===== src/rtl/header_rx_framer_if.sv =====
// header_rx_framer_if: byte-stream input and header handshake bundle.
//   rx_data/rx_valid         : UART byte strobe into the framer
//   header/header_valid      : assembled header and its valid flag
//   header_ready             : consumer acceptance of the header
// Modports: master = upstream/consumer side, slave = framer side.
interface header_rx_framer_if #(
    parameter int unsigned HDR_W = 640
);
    logic [7:0]       rx_data;
    logic             rx_valid;
    logic [HDR_W-1:0] header;
    logic             header_valid;
    logic             header_ready;

    modport master (
        output rx_data,
        output rx_valid,
        output header_ready,
        input  header,
        input  header_valid
    );

    modport slave (
        input  rx_data,
        input  rx_valid,
        input  header_ready,
        output header,
        output header_valid
    );
endinterface


===== src/rtl/header_rx_framer.sv =====
// header_rx_framer: assembles a SOF-delimited UART byte stream into one
// HDR_BYTES-byte block header and presents it on a valid/ready handshake.
// Frames that stall longer than TIMEOUT_CYCLES between bytes are discarded.
//
// Optional feature macro: HEADER_RX_CHECKSUM_EN
//   When defined, an 8-bit XOR of all header bytes is checked against one
//   extra byte following the header; a mismatch discards the frame.
//
// Ports:
//   clk          : system clock
//   reset        : asynchronous active-low reset
//   rx_if        : slave side of header_rx_framer_if
//                  (rx_data, rx_valid, header, header_valid, header_ready)
//   busy         : high while a frame is being received or checked
//   byte_count   : header bytes received in the current frame
//   frame_error  : one-cycle pulse when a frame is discarded
//
// Parameter constraint: 2**CNT_W must exceed HDR_BYTES.
module header_rx_framer #(
    parameter int unsigned HDR_BYTES      = 80,
    parameter logic [7:0]  SOF_BYTE       = 8'hA5,
    parameter int unsigned TIMEOUT_CYCLES = 8680,
    parameter int unsigned CNT_W          = 7
) (
    input  logic                  clk,
    input  logic                  reset,
    header_rx_framer_if.slave     rx_if,
    output logic                  busy,
    output logic [CNT_W-1:0]      byte_count,
    output logic                  frame_error
);

    localparam int unsigned HDR_W = HDR_BYTES * 8;
    localparam int unsigned TMR_W = (TIMEOUT_CYCLES > 1) ? $clog2(TIMEOUT_CYCLES) : 1;
    localparam logic [TMR_W-1:0] TMR_LAST = TMR_W'(TIMEOUT_CYCLES - 1);
    localparam logic [CNT_W-1:0] CNT_LAST = CNT_W'(HDR_BYTES - 1);

`ifdef HEADER_RX_CHECKSUM_EN
    typedef enum logic [1:0] {
        IDLE = 2'd0,
        RECV = 2'd1,
        HOLD = 2'd2,
        CHK  = 2'd3
    } state_t;
`else
    typedef enum logic [1:0] {
        IDLE = 2'd0,
        RECV = 2'd1,
        HOLD = 2'd2
    } state_t;
`endif

    state_t              state;
    state_t              state_nxt;
    logic [HDR_W-1:0]    header_nxt;
    logic [CNT_W-1:0]    cnt_nxt;
    logic [TMR_W-1:0]    timer;
    logic [TMR_W-1:0]    timer_nxt;
    logic                err_nxt;
    logic                busy_nxt;
    logic                timeout_c;
`ifdef HEADER_RX_CHECKSUM_EN
    logic [7:0]          csum;
    logic [7:0]          csum_nxt;
`endif

    // Inter-byte timeout fires only when no byte arrives in the same cycle.
    assign timeout_c = (timer == TMR_LAST) && !rx_if.rx_valid;

    // State register and registered outputs.
    always_ff @(posedge clk or negedge reset) begin
        if (!reset) begin
            state              <= IDLE;
            rx_if.header       <= '0;
            rx_if.header_valid <= 1'b0;
            busy               <= 1'b0;
            byte_count         <= '0;
            frame_error        <= 1'b0;
            timer              <= '0;
`ifdef HEADER_RX_CHECKSUM_EN
            csum               <= '0;
`endif
        end else begin
            state              <= state_nxt;
            rx_if.header       <= header_nxt;
            rx_if.header_valid <= (state_nxt == HOLD);
            busy               <= busy_nxt;
            byte_count         <= cnt_nxt;
            frame_error        <= err_nxt;
            timer              <= timer_nxt;
`ifdef HEADER_RX_CHECKSUM_EN
            csum               <= csum_nxt;
`endif
        end
    end

    // Next-state and next-output logic.
    always_comb begin
        state_nxt  = state;
        header_nxt = rx_if.header;
        cnt_nxt    = byte_count;
        timer_nxt  = timer;
        err_nxt    = 1'b0;
`ifdef HEADER_RX_CHECKSUM_EN
        csum_nxt   = csum;
`endif

        unique case (state)
            IDLE: begin
                // Non-SOF bytes are line noise between frames; drop silently.
                if (rx_if.rx_valid && (rx_if.rx_data == SOF_BYTE)) begin
                    state_nxt = RECV;
                    cnt_nxt   = '0;
                    timer_nxt = '0;
`ifdef HEADER_RX_CHECKSUM_EN
                    csum_nxt  = '0;
`endif
                end
            end

            RECV: begin
                // Length-delimited: a SOF-valued byte here is ordinary data.
                if (rx_if.rx_valid) begin
                    header_nxt = {rx_if.header[HDR_W-9:0], rx_if.rx_data};
                    cnt_nxt    = byte_count + CNT_W'(1);
                    timer_nxt  = '0;
`ifdef HEADER_RX_CHECKSUM_EN
                    csum_nxt   = csum ^ rx_if.rx_data;
                    if (byte_count == CNT_LAST) begin
                        state_nxt = CHK;
                    end
`else
                    if (byte_count == CNT_LAST) begin
                        state_nxt = HOLD;
                    end
`endif
                end else if (timeout_c) begin
                    // Partial header stays in place but is never flagged valid.
                    state_nxt = IDLE;
                    cnt_nxt   = '0;
                    timer_nxt = '0;
                    err_nxt   = 1'b1;
                end else begin
                    timer_nxt = timer + TMR_W'(1);
                end
            end

`ifdef HEADER_RX_CHECKSUM_EN
            CHK: begin
                if (rx_if.rx_valid) begin
                    timer_nxt = '0;
                    if (rx_if.rx_data == csum) begin
                        state_nxt = HOLD;
                    end else begin
                        state_nxt = IDLE;
                        cnt_nxt   = '0;
                        err_nxt   = 1'b1;
                    end
                end else if (timeout_c) begin
                    state_nxt = IDLE;
                    cnt_nxt   = '0;
                    timer_nxt = '0;
                    err_nxt   = 1'b1;
                end else begin
                    timer_nxt = timer + TMR_W'(1);
                end
            end
`endif

            HOLD: begin
                // header_valid is high throughout HOLD, so ready alone completes
                // the handshake. Incoming bytes are dropped here.
                if (rx_if.header_ready) begin
                    state_nxt = IDLE;
                end
            end

            default: begin
                state_nxt = IDLE;
            end
        endcase

`ifdef HEADER_RX_CHECKSUM_EN
        busy_nxt = (state_nxt == RECV) || (state_nxt == CHK);
`else
        busy_nxt = (state_nxt == RECV);
`endif
    end

endmodule


===== src/flat_wrapper.sv =====
// flat-port wrapper written by rule: the top's interface ports become plain ports
module header_rx_framer_flat 
#(
    parameter int unsigned HDR_BYTES      = 80,
    parameter logic [7:0]  SOF_BYTE       = 8'hA5,
    parameter int unsigned TIMEOUT_CYCLES = 8680,
    parameter int unsigned CNT_W          = 7
)
  (clk, reset, busy, byte_count, frame_error, rx_if_rx_data, rx_if_rx_valid, rx_if_header_ready, rx_if_header, rx_if_header_valid);
  header_rx_framer_if #(.HDR_W((HDR_BYTES * 8))) rx_if_i ();
  input  logic clk;
  input  logic reset;
  output logic busy;
  output logic [CNT_W-1:0] byte_count;
  output logic frame_error;
  input wire logic [$bits(rx_if_i.rx_data)-1:0] rx_if_rx_data;
  input wire logic [$bits(rx_if_i.rx_valid)-1:0] rx_if_rx_valid;
  input wire logic [$bits(rx_if_i.header_ready)-1:0] rx_if_header_ready;
  output wire logic [$bits(rx_if_i.header)-1:0] rx_if_header;
  output wire logic [$bits(rx_if_i.header_valid)-1:0] rx_if_header_valid;
  assign rx_if_i.rx_data = rx_if_rx_data;
  assign rx_if_i.rx_valid = rx_if_rx_valid;
  assign rx_if_i.header_ready = rx_if_header_ready;
  assign rx_if_header = rx_if_i.header;
  assign rx_if_header_valid = rx_if_i.header_valid;
  header_rx_framer #(.HDR_BYTES(HDR_BYTES), .SOF_BYTE(SOF_BYTE), .TIMEOUT_CYCLES(TIMEOUT_CYCLES), .CNT_W(CNT_W)) u_core (.clk(clk), .reset(reset), .rx_if(rx_if_i), .busy(busy), .byte_count(byte_count), .frame_error(frame_error));
endmodule

===== config.mk =====
export PLATFORM = sky130hd
export DESIGN_NAME = header_rx_framer_flat
export DESIGN_NICKNAME = d
export VERILOG_FILES = /design/src/rtl/header_rx_framer_if.sv /design/src/rtl/header_rx_framer.sv /design/src/flat_wrapper.sv
export SDC_FILE = /design/constraint.sdc
export NUM_CORES = 1
export LEC_CHECK = 0
export CAP_MARGIN = 20
export CORE_AREA = 2 2 255 257
export CTS_CLUSTER_DIAMETER = 40
export DETAILED_ROUTE_END_ITERATION = 7
export DIE_AREA = 0 0 257 259
export PLACE_DENSITY = 0.67
export SLEW_MARGIN = 15
export SYNTH_ARGS = -nofsm -noshare
export SYNTH_HDL_FRONTEND = slang
export SYNTH_SLANG_ARGS = --single-unit

===== constraint.sdc =====
create_clock -name clk -period 2 [get_ports clk]
set_clock_uncertainty 0.1 [all_clocks]
set_input_delay 0.4 -clock clk [delete_from_list [all_inputs] [get_ports clk]]
set_output_delay 0.4 -clock clk [all_outputs]
set_load 0.02 [all_outputs]

==> results by group, run 1 <==
Clocking
  – Worst-skew pair later-pin latency: 0.64 ns
  – # clock sinks: 666
  – H-tree depth: 3
  – Post-CTS setup buffer count: 0
  – Root buffer cell: clkbuf_16
  – Clock Path Buffers: 3
  – Inserted Clock Buffers: 104
  – CTS tree: done
  – Clock slew at reported path FFs: 0.06 ns

Place
  – Post-DP HPWL: 58800 µm
  – Placed Cells: 4363
  – Port bufs: around 660
  – GP Congestion: a little under 0.9

Critical path
  – Worst Path Arrival: ~1.5 ns
  – Slowest cell on crit path: dlygate4sd2_1
  – Critical Path End Type: primary output
  – Critical path's top delay family: buffers and inverters
  – Crit path max fanout: 3
  – Crit path required time: roughly 1.5 ns
  – Critical path buffers and inverters: 1
  – Slowest cell delay on critical path: 0.45 ns
  – Crit-path cells: dlygate4sd2_1
  – Critical path class: flop to primary output
  – Startpoint types: flop

Timing
  – Final Hold Viols: 0
  – Setup tns final: 0 ns
  – Final setup viols: 0
  – Final Max Slew Viols: 0
  – Final min period: between 1.5 and 2 ns
  – Max Clk Rate: 510 MHz
  – RSZ-0062 raised after global routing: false
  – Slew HR: just under 70%
  – Final Cycle Share: 98.1%
  – Worst slew pin tran: around 0.46 ns

Global route
  – Vias in the first global route: 21.5k
  – First-pass GRT wire length: 127000 µm
  – Largest net degree at the start of global routing: 81
  – Antenna violations before repair: 0
  – Total GRT Usage: 24.4%
  – Grt ovf: 0

Layout
  – N_diodes: 0
  – # nets final: 3629
  – Layout area overhead: 46.6%
  – Share of cells above drive strength 1: approximately 10%
  – Final Util: 57.9%
  – Fill count: between 5k and 6k
  – Layout Cells excl Fill: 4559

Die
  – Core Area: 63900 µm²
  – Starting Density: 39.5%
  – Die area: between 60000 and 70000 µm²
  – # rows: 93
  – Die Y: roughly 260 µm
  – Die X: around 260 µm
  – Top-Level Pins: 662

Yosys
  – Commonest cells post-synth: nand2_1, dfrtp_1, clkbuf_1
  – Mapped Cells: 2856
  – Most used DFF post-synth: dfrtp_1
  – Post-Syn Area: approximately 25000 µm²
  – Mapped Avg Cell Area: 8.84 µm²
  – Number of flops mapped to enable cells by yosys: 0
  – Area contributors post-synth: dfrtp_1, nand2_1, clkbuf_1, buf_1, a31oi_1
  – Dominant cell type by area after synthesis: dfrtp_1
  – Synth top area share: 66.0%
  – Sequential share of the synthesized area: around 66%
  – Yosys warning count: 0
  – Distinct cell type count after synthesis: 49
  – Syn nets: 2870
  – Most frequent cell after synthesis: nand2_1
  – Async set-reset flop share out of synthesis: 100%
  – FF+latch count, synth: 666

Power
  – Worst vdd ir: approximately 0.73 mV
  – P_leak: between 20 and 25 nW
  – Pwr/cell area: 948 nW/µm²

Drt
  – Met2 wire length: roughly 39000 µm
  – Max Used Layer: met4
  – WL final: between 80000 and 90000 µm
  – Drt pass-1 iters: 5
  – Met3 wire len: between 7000 and 8000 µm
  – DRT iter0 DRCs: 1715
  – Met1 WL: 32400 µm
  – Avg Vias per Cell: 4.75
  – Drc violations: 0
  – WL/cell: 17.9 µm
  – Routed Antenna Nets: 0
  – Total number of vias: 21.6k

Hold path
  – Worst hold path type: primary input to asynchronous set/reset pin

Outcome
  – Outcome: completed

Flow run
  – Max cap viols: 0
[metal layers]
metal,up-vias,GRT usage (%)
met5,-,0
met4,0,9.38
met3,157,8.56
met2,772,39.7
met1,10400,30.0
li1,10300,-
[cell families after synthesis]
group,after synthesis,synth area share (%)
fa+ha+maj,2,0.0991
compound gates,43,1.15
mux,1,0.0446
xor+xnor,1,0.0347
simple gates,1988,30.2
flops,666,66.0
buf+inv,155,2.42
[power by group]
part | switching, mW | total, mW | internal, mW
Clock | 6.85 | 19.4 | 12.6
Combinational | 1.16 | 1.70 | 0.542
Sequential | 0.247 | 13.9 | 13.7
Total | 8.26 | 35.1 | 26.8
[per-stage QoR]
stage                     hold WS (ns)  instance area, µm²  setup slack, ns  power, mW
final                            0.178               37000           0.0380       35.1
after global routing             0.164               37000         0.000472       36.3
after CTS                        0.139               37000         0.000902       35.4
after detailed placement         0.226               33900           -0.260       16.0
after global placement           0.227               33900           -0.259       16.0
after floorplan                0.00441               25200            0.164       14.8
[registers in the layout, summed over array words and instances (netlist names)]
name	flops
u_core.busy	1
u_core.byte_count	7
u_core.frame_error	1
u_core.rx_if.header	640
u_core.rx_if.header_valid	1
u_core.state	2
u_core.timer	14
[cells in the final DEF (no fill, tap or decap), types with 6 or more instances in the layout]
cell type and n:
dlygate4sd2_1 591, nand3_1 10, clkdlybuf4s15_2 10, bufinv_16 19, clkinv_2 17, clkbuf_16 105
inv_6 14, clkdlybuf4s15_1 40, a31oi_1 12, inv_1 6, nand2_1 1934, dfrtp_1 663
clkbuf_1 9, clkdlybuf4s50_1 10, clkbuf_2 8, clkbuf_8 10, nor2_1 10, buf_12 43
clkinvlp_4 11, buf_4 97, o21ai_1 7
[worst paths after layout]
path | from | to | slack (ns) | cells after the start
setup / recovery | u_core.rx_if.header[296] | rx_if_header[296] | 0.04 | 1
hold / removal | reset | u_core.rx_if.header[43] | 0.18 | 2
setup reg to reg | u_core.timer[4] | u_core.timer[5] | 0.08 | 4
hold reg to reg | u_core.rx_if.header[142] | u_core.rx_if.header[150] | 0.36 | 2
max in group asynchronous | reset | u_core.rx_if.header[235] | 0.88 | 4
min in group clk | rx_if_rx_data[5] | u_core.rx_if.header[5] | 0.24 | 3
[repair_timing]
item | 4_1_cts | 5_1_grt
pin swaps | 0 | 0
hold buffers | 1 | 0
endpoints found under the setup margin | 650 | 43
endpoints found under the hold margin | 489 | 0
gates resized for setup | 700 | 34
[layout make-up]
| type | count | area, µm² | area share [%] |
|---|---|---|---|
| flip-flops and latches | 666 | 16700 | 45.1 |
| multi-input cells | 2035 | 7970 | 21.5 |
| repair buffers | 802 | 7450 | 20.1 |
| clock buffers | 124 | 2800 | 7.56 |
| well taps | 855 | 1070 | 2.89 |
| clock inverters | 71 | 1020 | 2.76 |
| inverters | 6 | 22.5 | 0.0609 |
(Power assumes the default switching activity.)
==> run 2: changes to the inputs <==
- CORE_AREA: 2 2 255 257 -> unset
- CORE_UTILIZATION: unset -> 30
- DIE_AREA: 0 0 257 259 -> unset
- DONT_BUFFER_PORTS: unset -> 1
- PLACE_DENSITY: 0.67 -> 0.42
==> run 2 against run 1 <==
Worst setup slack worse by 0.47 ns. The flow now finishes with violations (hold timing, slew limit, setup timing). Critical endpoint is now u_core.rx_if.header[350]. Register-to-register slack barely moved. First-iteration DRC count shrank 30%. Flip-flop and latch count unchanged. Wire length fell by 3.4%. Clock power up 6%. Fmax down 19%. Non-clock buffer count fell by 713. Core utilization is 20 points lower. Combinational power shrank 44%. Global-route usage down 6.2 points.
==> results by group, run 2 (same netlist as run 1, synthesis figures left out) <==
Timing
  – Final Cycle Share: 122% (+23 points)
  – Slew HR: -146% (-210 points)
  – Worst slew pin tran: 3.68 ns (+3.22 ns)
  – Final Hold Viols: 430 (+430)
  – Final Max Slew Viols: 410 (+410)
  – Max Clk Rate: 412 MHz (-19%)
  – Final min period: 2.43 ns (+0.468 ns)
  – Final setup viols: 192 (+192)
  – Post-layout worst setup margin: -0.430 ns (-0.468 ns)
  – Hold Slack: -0.652 ns (-0.830 ns)

Global route
  – Largest net degree at the start of global routing: 667 (+720%)
  – Antenna violations before repair: 0 (unchanged)
  – Vias in the first global route: 19.1k (-11%)
  – Grt ovf: 0 (unchanged)
  – Total GRT Usage: 18.2% (-6.2 points)
  – First-pass GRT wire length: 121000 µm (-4.7%)

Power
  – Pwr/cell area: 1150 nW/µm² (+21%)
  – P_leak: 17.3 nW (-24%)
  – Worst vdd ir: 0.820 mV (+12%)

Layout
  – Max FFs per register: 640 (unchanged)
  – Largest registers: u_core.rx_if.header (640), u_core.timer (14), u_core.byte_count (7)
  – Final Util: 37.7% (-20 points)
  – Layout area overhead: 23.4%
  – Share of cells above drive strength 1: 10.0% (+0.24 points)
  – N_diodes: 0 (unchanged)
  – Post-route cell area: 31100 µm² (-16%)
  – Leading cell type in the layout, fill and taps excluded: nand2_1
  – # nets final: 2926 (-19%)
  – Fill count: 8292 (+48%)
  – Most frequent cells in the layout: nand2_1, dfrtp_1, clkbuf_16
  – Reg with most FFs: u_core.rx_if.header

Clocking
  – Clock Path Buffers: 3 (unchanged)
  – Post-CTS setup buffer count: 0 (unchanged)
  – Hold-fix buffers at CTS: 10 (+9)
  – Worst-skew pair later-pin latency: 0.66 ns (+0.02 ns)
  – Clock slew at reported path FFs: 0.04 ns (-0.02 ns)
  – Inserted Clock Buffers: 114 (+9.6%)
  – Root buffer cell: clkbuf_16
  – # clock sinks: 666 (unchanged)
  – CTS tree: done
  – H-tree depth: 3 (unchanged)

Critical path
  – Critical path class: primary input to asynchronous set/reset pin
  – Critical Path End: u_core.rx_if.header[350]
  – FF-to-FF path depth: 4 (unchanged)
  – Crit path required time: 1.80 ns (+0.30 ns)
  – Critical Path End Type: asynchronous set/reset pin
  – Crit path max fanout: 666 (+663)
  – Worst reg2reg endpoint: u_core.timer[13]
  – Startpoint types: primary input
  – Crit path launch: reset
  – RR Startpoint: u_core.timer[6]
  – Worst Path Arrival: 2.23 ns (+0.77 ns)
  – Worst R2R Setup Slack: 0.08 ns (about the same)
  – Crit path depth: 0 (-1)

Place
  – Placed Area: 26900 µm² (-21%)
  – GP Congestion: 0.838 (-6.3%)
  – Port bufs: 0 (-100%)
  – Post-DP HPWL: 54300 µm (-7.6%)

Drt
  – DRT iter0 DRCs: 1202 (-30%)
  – Avg Vias per Cell: 4.62 (-2.7%)
  – WL/cell: 19.3 µm (+8.0%)
  – Drc violations: 0 (unchanged)
  – Total number of vias: 18.8k (-13%)
  – WL final: 78900 µm (-3.4%)
  – Drt pass-1 iters: 5 (unchanged)
  – Routed Antenna Nets: 0 (unchanged)

Outcome
  – Failing checks: hold timing, slew limit, setup timing
  – Outcome: finished, violations left

Die
  – Die Y: 292 µm (+13%)
  – Top-Level Pins: 662 (unchanged)
  – Die area: 85300 µm² (+28%)
  – # rows: 105 (+13%)
  – Starting Density: 30.5% (-9.0 points)
  – Die X: 292 µm (+14%)
  – Core Area: 82600 µm² (+29%)

Hold path
  – Worst hold path type: primary input to asynchronous set/reset pin

Flow run
  – Max cap viols: 0 (unchanged)
## run 2: cell count changes in the layout (fill, tap and decap cells not counted), sizes merged
cell and delta:
clkdlybuf4s50 -10, clkdlybuf4s15 -50, dlygate4sd2 -591, inv -1, clkbuf +2, dlygate4sd3 +9, buf -63, clkinv +4
bufinv -2, clkinvlp +7
## run 2: worst min path at each step
| stage | startpoint | end | slack [ns] | depth (start not counted) |
|---|---|---|---|---|
| finish | reset | u_core.rx_if.header[553] | -0.65 | 0 |
| global route | reset | u_core.rx_if.header[553] | -0.70 | 0 |
| CTS | reset | u_core.rx_if.header[561] | -0.70 | 0 |
| detailed placement | reset | u_core.rx_if.header[545] | 0.02 | 0 |
| global placement | reset | u_core.rx_if.header[553] | 0.02 | 0 |
| floorplan | reset | u_core.busy | 0.004 | 0 |
## run 2: per-layer routing
| metal | wire (µm) | global-route usage [%] | up-vias |
|---|---|---|---|
| met5 | 0 | 0 | - |
| met4 | 2080 | 6.08 | 0 |
| met3 | 8870 | 8.82 | 129 |
| met2 | 38500 | 30.3 | 631 |
| met1 | 29400 | 20.3 | 9191 |
| li1 | - | - | 8890 |
## run 2: worst reg2reg max path: cells and delay by family (launching register included)
| family | cells | cell delay [ns] |
|---|---|---|
| AO/OA/AOI/OAI | 1 | 0.13 |
| flip-flops | 1 | 0.47 |
| AND/OR/NAND/NOR | 3 | 1.12 |
## run 2: area by class of cell
type | instances | area, µm² | area share (%)
clock buffer | 134 | 3080 | 9.89
clock inverter | 79 | 1050 | 3.37
inverter | 6 | 22.5 | 0.0723
multi-input combinational | 2035 | 7980 | 25.6
sequential | 666 | 16700 | 53.5
tap | 1070 | 1340 | 4.30
timing repair buffer | 89 | 1010 | 3.23
## run 2: what timing repair did
item,in CTS,in global routing
setup endpoints to repair,0,4
resized for setup,0,5
hold endpoints to repair,689,666
## run 2: per-stage QoR
step                      total power [mW]  setup TNS [ns]  hold slack (ns)  cells  worst slack [ns]
after floorplan                       14.8               0          0.00441   2856             0.164
after global placement                15.3               0           0.0247   3856             0.106
after detailed placement              15.3               0           0.0190   3856            0.0744
after CTS                             36.2               0           -0.700   4079            0.0665
after global routing                  36.9       -0.000247           -0.699   4079         -0.000247
final                                 35.7          -62.78           -0.652   4079            -0.430
## run 2: where the power goes
part	leakage (nW)	total (mW)	switching (mW)	internal (mW)
Combinational	6.07	0.957	0.633	0.323
Sequential	9.28	14.1	0.413	13.7
Clock	1.97	20.6	7.30	13.3
==> run 3: changes to the inputs <==
- SLEW_MARGIN: 15 -> 30
==> run 3 against run 2 <==
The flow finishes with violations (hold timing). Register-to-register slack about the same. Total power increased by 0.85%. Wire length about the same. Core utilization increased by 0.17 points. Global-route usage unchanged. Clock-buffer cell count unchanged. Critical path type is now flop to flop.
==> results by group, run 3 (same netlist as run 1, synthesis figures left out) <==
Drt
  – WL/cell: 19.3 µm (about the same)
  – Total number of vias: 18.8k (-0.027%)
  – DRT iter0 DRCs: 1217 (+1.2%)
  – Avg Vias per Cell: 4.61 (-0.15%)
  – Drt pass-1 iters: 5 (unchanged)
  – WL final: 78900 µm (about the same)
  – Drc violations: 0 (unchanged)
  – Routed Antenna Nets: 0 (unchanged)

Flow run
  – Max cap viols: 0 (unchanged)

Layout
  – Leading cell type in the layout, fill and taps excluded: nand2_1
  – Largest registers: u_core.rx_if.header (640), u_core.timer (14), u_core.byte_count (7)
  – Share of cells above drive strength 1: 10.2% (+0.15 points)
  – Layout Cells excl Fill: 4084 (+0.12%)
  – Max FFs per register: 640 (unchanged)
  – Most frequent cells in the layout: nand2_1, dfrtp_1, clkbuf_16
  – Reg with most FFs: u_core.rx_if.header
  – Layout area overhead: 24.0%
  – Final Util: 37.9% (+0.17 points)
  – # nets final: 2931 (+0.17%)
  – N_diodes: 0 (unchanged)
  – Post-route cell area: 31300 µm² (+0.44%)

Power
  – Pwr/cell area: 1150 nW/µm² (+0.40%)
  – P_leak: 17.4 nW (+0.37%)
  – Worst vdd ir: 0.818 mV (-0.26%)

Timing
  – Max Clk Rate: 524 MHz (+27%)
  – Slew HR: 48.7% (+190 points)
  – Worst slew pin tran: 0.769 ns (-2.91 ns)
  – Final min period: 1.91 ns (-0.521 ns)
  – Hold Slack: -0.665 ns (-0.0121 ns)
  – Setup tns final: 0 ns (+62.78 ns)
  – Final setup viols: 0 (-100%)
  – Final Hold Viols: 139 (-68%)
  – Final Max Slew Viols: 0 (-100%)
  – Final Cycle Share: 95.4% (-26 points)

Outcome
  – Outcome: finished, violations left
  – Failing checks: hold timing

Global route
  – Largest net degree at the start of global routing: 667 (unchanged)
  – Vias in the first global route: 19.1k (unchanged)
  – Antenna violations before repair: 0 (unchanged)
  – Total GRT Usage: 18.2% (unchanged)
  – Grt ovf: 0 (unchanged)
  – First-pass GRT wire length: 121000 µm (unchanged)

Clocking
  – CTS tree: done
  – Clock slew at reported path FFs: 0.05 ns (about the same)
  – Inserted Clock Buffers: 114 (unchanged)
  – Worst-skew pair later-pin latency: 0.66 ns (about the same)
  – # clock sinks: 666 (unchanged)
  – Clock Path Buffers: 3 (unchanged)
  – Hold-fix buffers at CTS: 10 (unchanged)
  – H-tree depth: 3 (unchanged)
  – Root buffer cell: clkbuf_16

Die
  – Die area: 85300 µm² (unchanged)
  – Starting Density: 30.5% (unchanged)
  – Top-Level Pins: 662 (unchanged)
  – Die X: 292 µm (unchanged)
  – # rows: 105 (unchanged)
  – Core Area: 82600 µm² (unchanged)
  – Die Y: 292 µm (unchanged)

Critical path
  – Critical path buffers and inverters: 0
  – Startpoint types: flop
  – Slowest cell delay on critical path: 0.58 ns
  – Worst reg2reg endpoint: u_core.timer[13]
  – FF-to-FF path depth: 4 (unchanged)
  – Crit path required time: 2.46 ns (+0.66 ns)
  – Slowest cell on crit path: or4_4
  – RR Startpoint: u_core.timer[6]
  – Critical path's top delay family: simple AND/OR/NAND/NOR gates
  – Worst R2R Setup Slack: 0.09 ns (about the same)
  – Critical path class: flop to flop
  – Crit-path cells: nand4_4 > or4_4 > or3_1 > o211ai_2
  – Crit path max fanout: 5 (-99%)
  – Worst Path Arrival: 2.37 ns (+0.14 ns)
  – Critical Path End Type: flop

Place
  – Placed Cells: 3856 (unchanged)
  – Port bufs: 0 (unchanged)
  – GP Congestion: 0.838 (unchanged)
  – Placed Area: 26900 µm² (unchanged)
  – Post-DP HPWL: 54300 µm (unchanged)

Hold path
  – Worst hold path type: primary input to asynchronous set/reset pin
-- run 3: changes by cell type in the layout (fill, tap and decap cells not counted) --
cell / previous run / this run
buf_16: 0 / 5
-- run 3: layout make-up --
type	count	area, µm²
Fill cell	8277	51400
Sequential cell	666	16700
Multi-Input combinational cell	2035	7980
Clock buffer	134	3080
Tap cell	1070	1340
Timing Repair Buffer	94	1140
Clock inverter	79	1050
Inverter	6	22.5
-- run 3: worst register-to-register path: stages (launching register included) --
cell	delay (ns)
dfrtp_1	0.47
nand4_4	0.17
or4_4	0.58
or3_1	0.37
o211ai_2	0.13
-- run 3: what timing repair did --
| action | in CTS | in global routing |
|---|---|---|
| endpoints found under the setup margin | 0 | 4 |
| buffers inserted | 0 | 0 |
| endpoints found under the hold margin | 689 | 139 |
| resized for setup | 0 | 5 |
-- run 3: worst max path at each step --
stage	from	end	slack (ns)	cells past startpoint
2_1_floorplan	u_core.timer[0]	u_core.timer[10]	0.16	5
3_3_place_gp	rx_if_rx_data[1]	u_core.timer[8]	0.11	6
3_5_place_dp	rx_if_rx_data[1]	u_core.timer[5]	0.07	5
4_1_cts	u_core.timer[5]	u_core.timer[13]	0.07	4
5_1_grt	u_core.timer[6]	u_core.timer[13]	-0.0002	4
6_report	u_core.timer[6]	u_core.timer[13]	0.09	4
-- run 3: stage by stage --
stage | hold WS, ns | setup slack, ns | total power, mW
4_1_cts | -0.700 | 0.0665 | 36.2
5_1_grt | -0.715 | -0.000248 | 37.3
6_report | -0.665 | 0.0911 | 36.0
3_3_place_gp | 0.0247 | 0.106 | 15.3
2_1_floorplan | 0.00441 | 0.164 | 14.8
3_5_place_dp | 0.0190 | 0.0744 | 15.3
-- run 3: routing by layer --
layer  track usage (%)  vias up  part of all wire (%)
li1                  -     8894                     -
met1              20.3     9171                    37
met2              30.3      638                    48
met3              8.82      133                    11
met4              6.08        0                   2.7
met5                 0        -                     0
-- run 3: power by group --
group,leakage (nW),switching [mW],internal [mW]
registers,9.28,0.414,13.7
logic,6.14,0.892,0.351
clock network,1.97,7.32,13.3
total,17.4,8.62,27.4
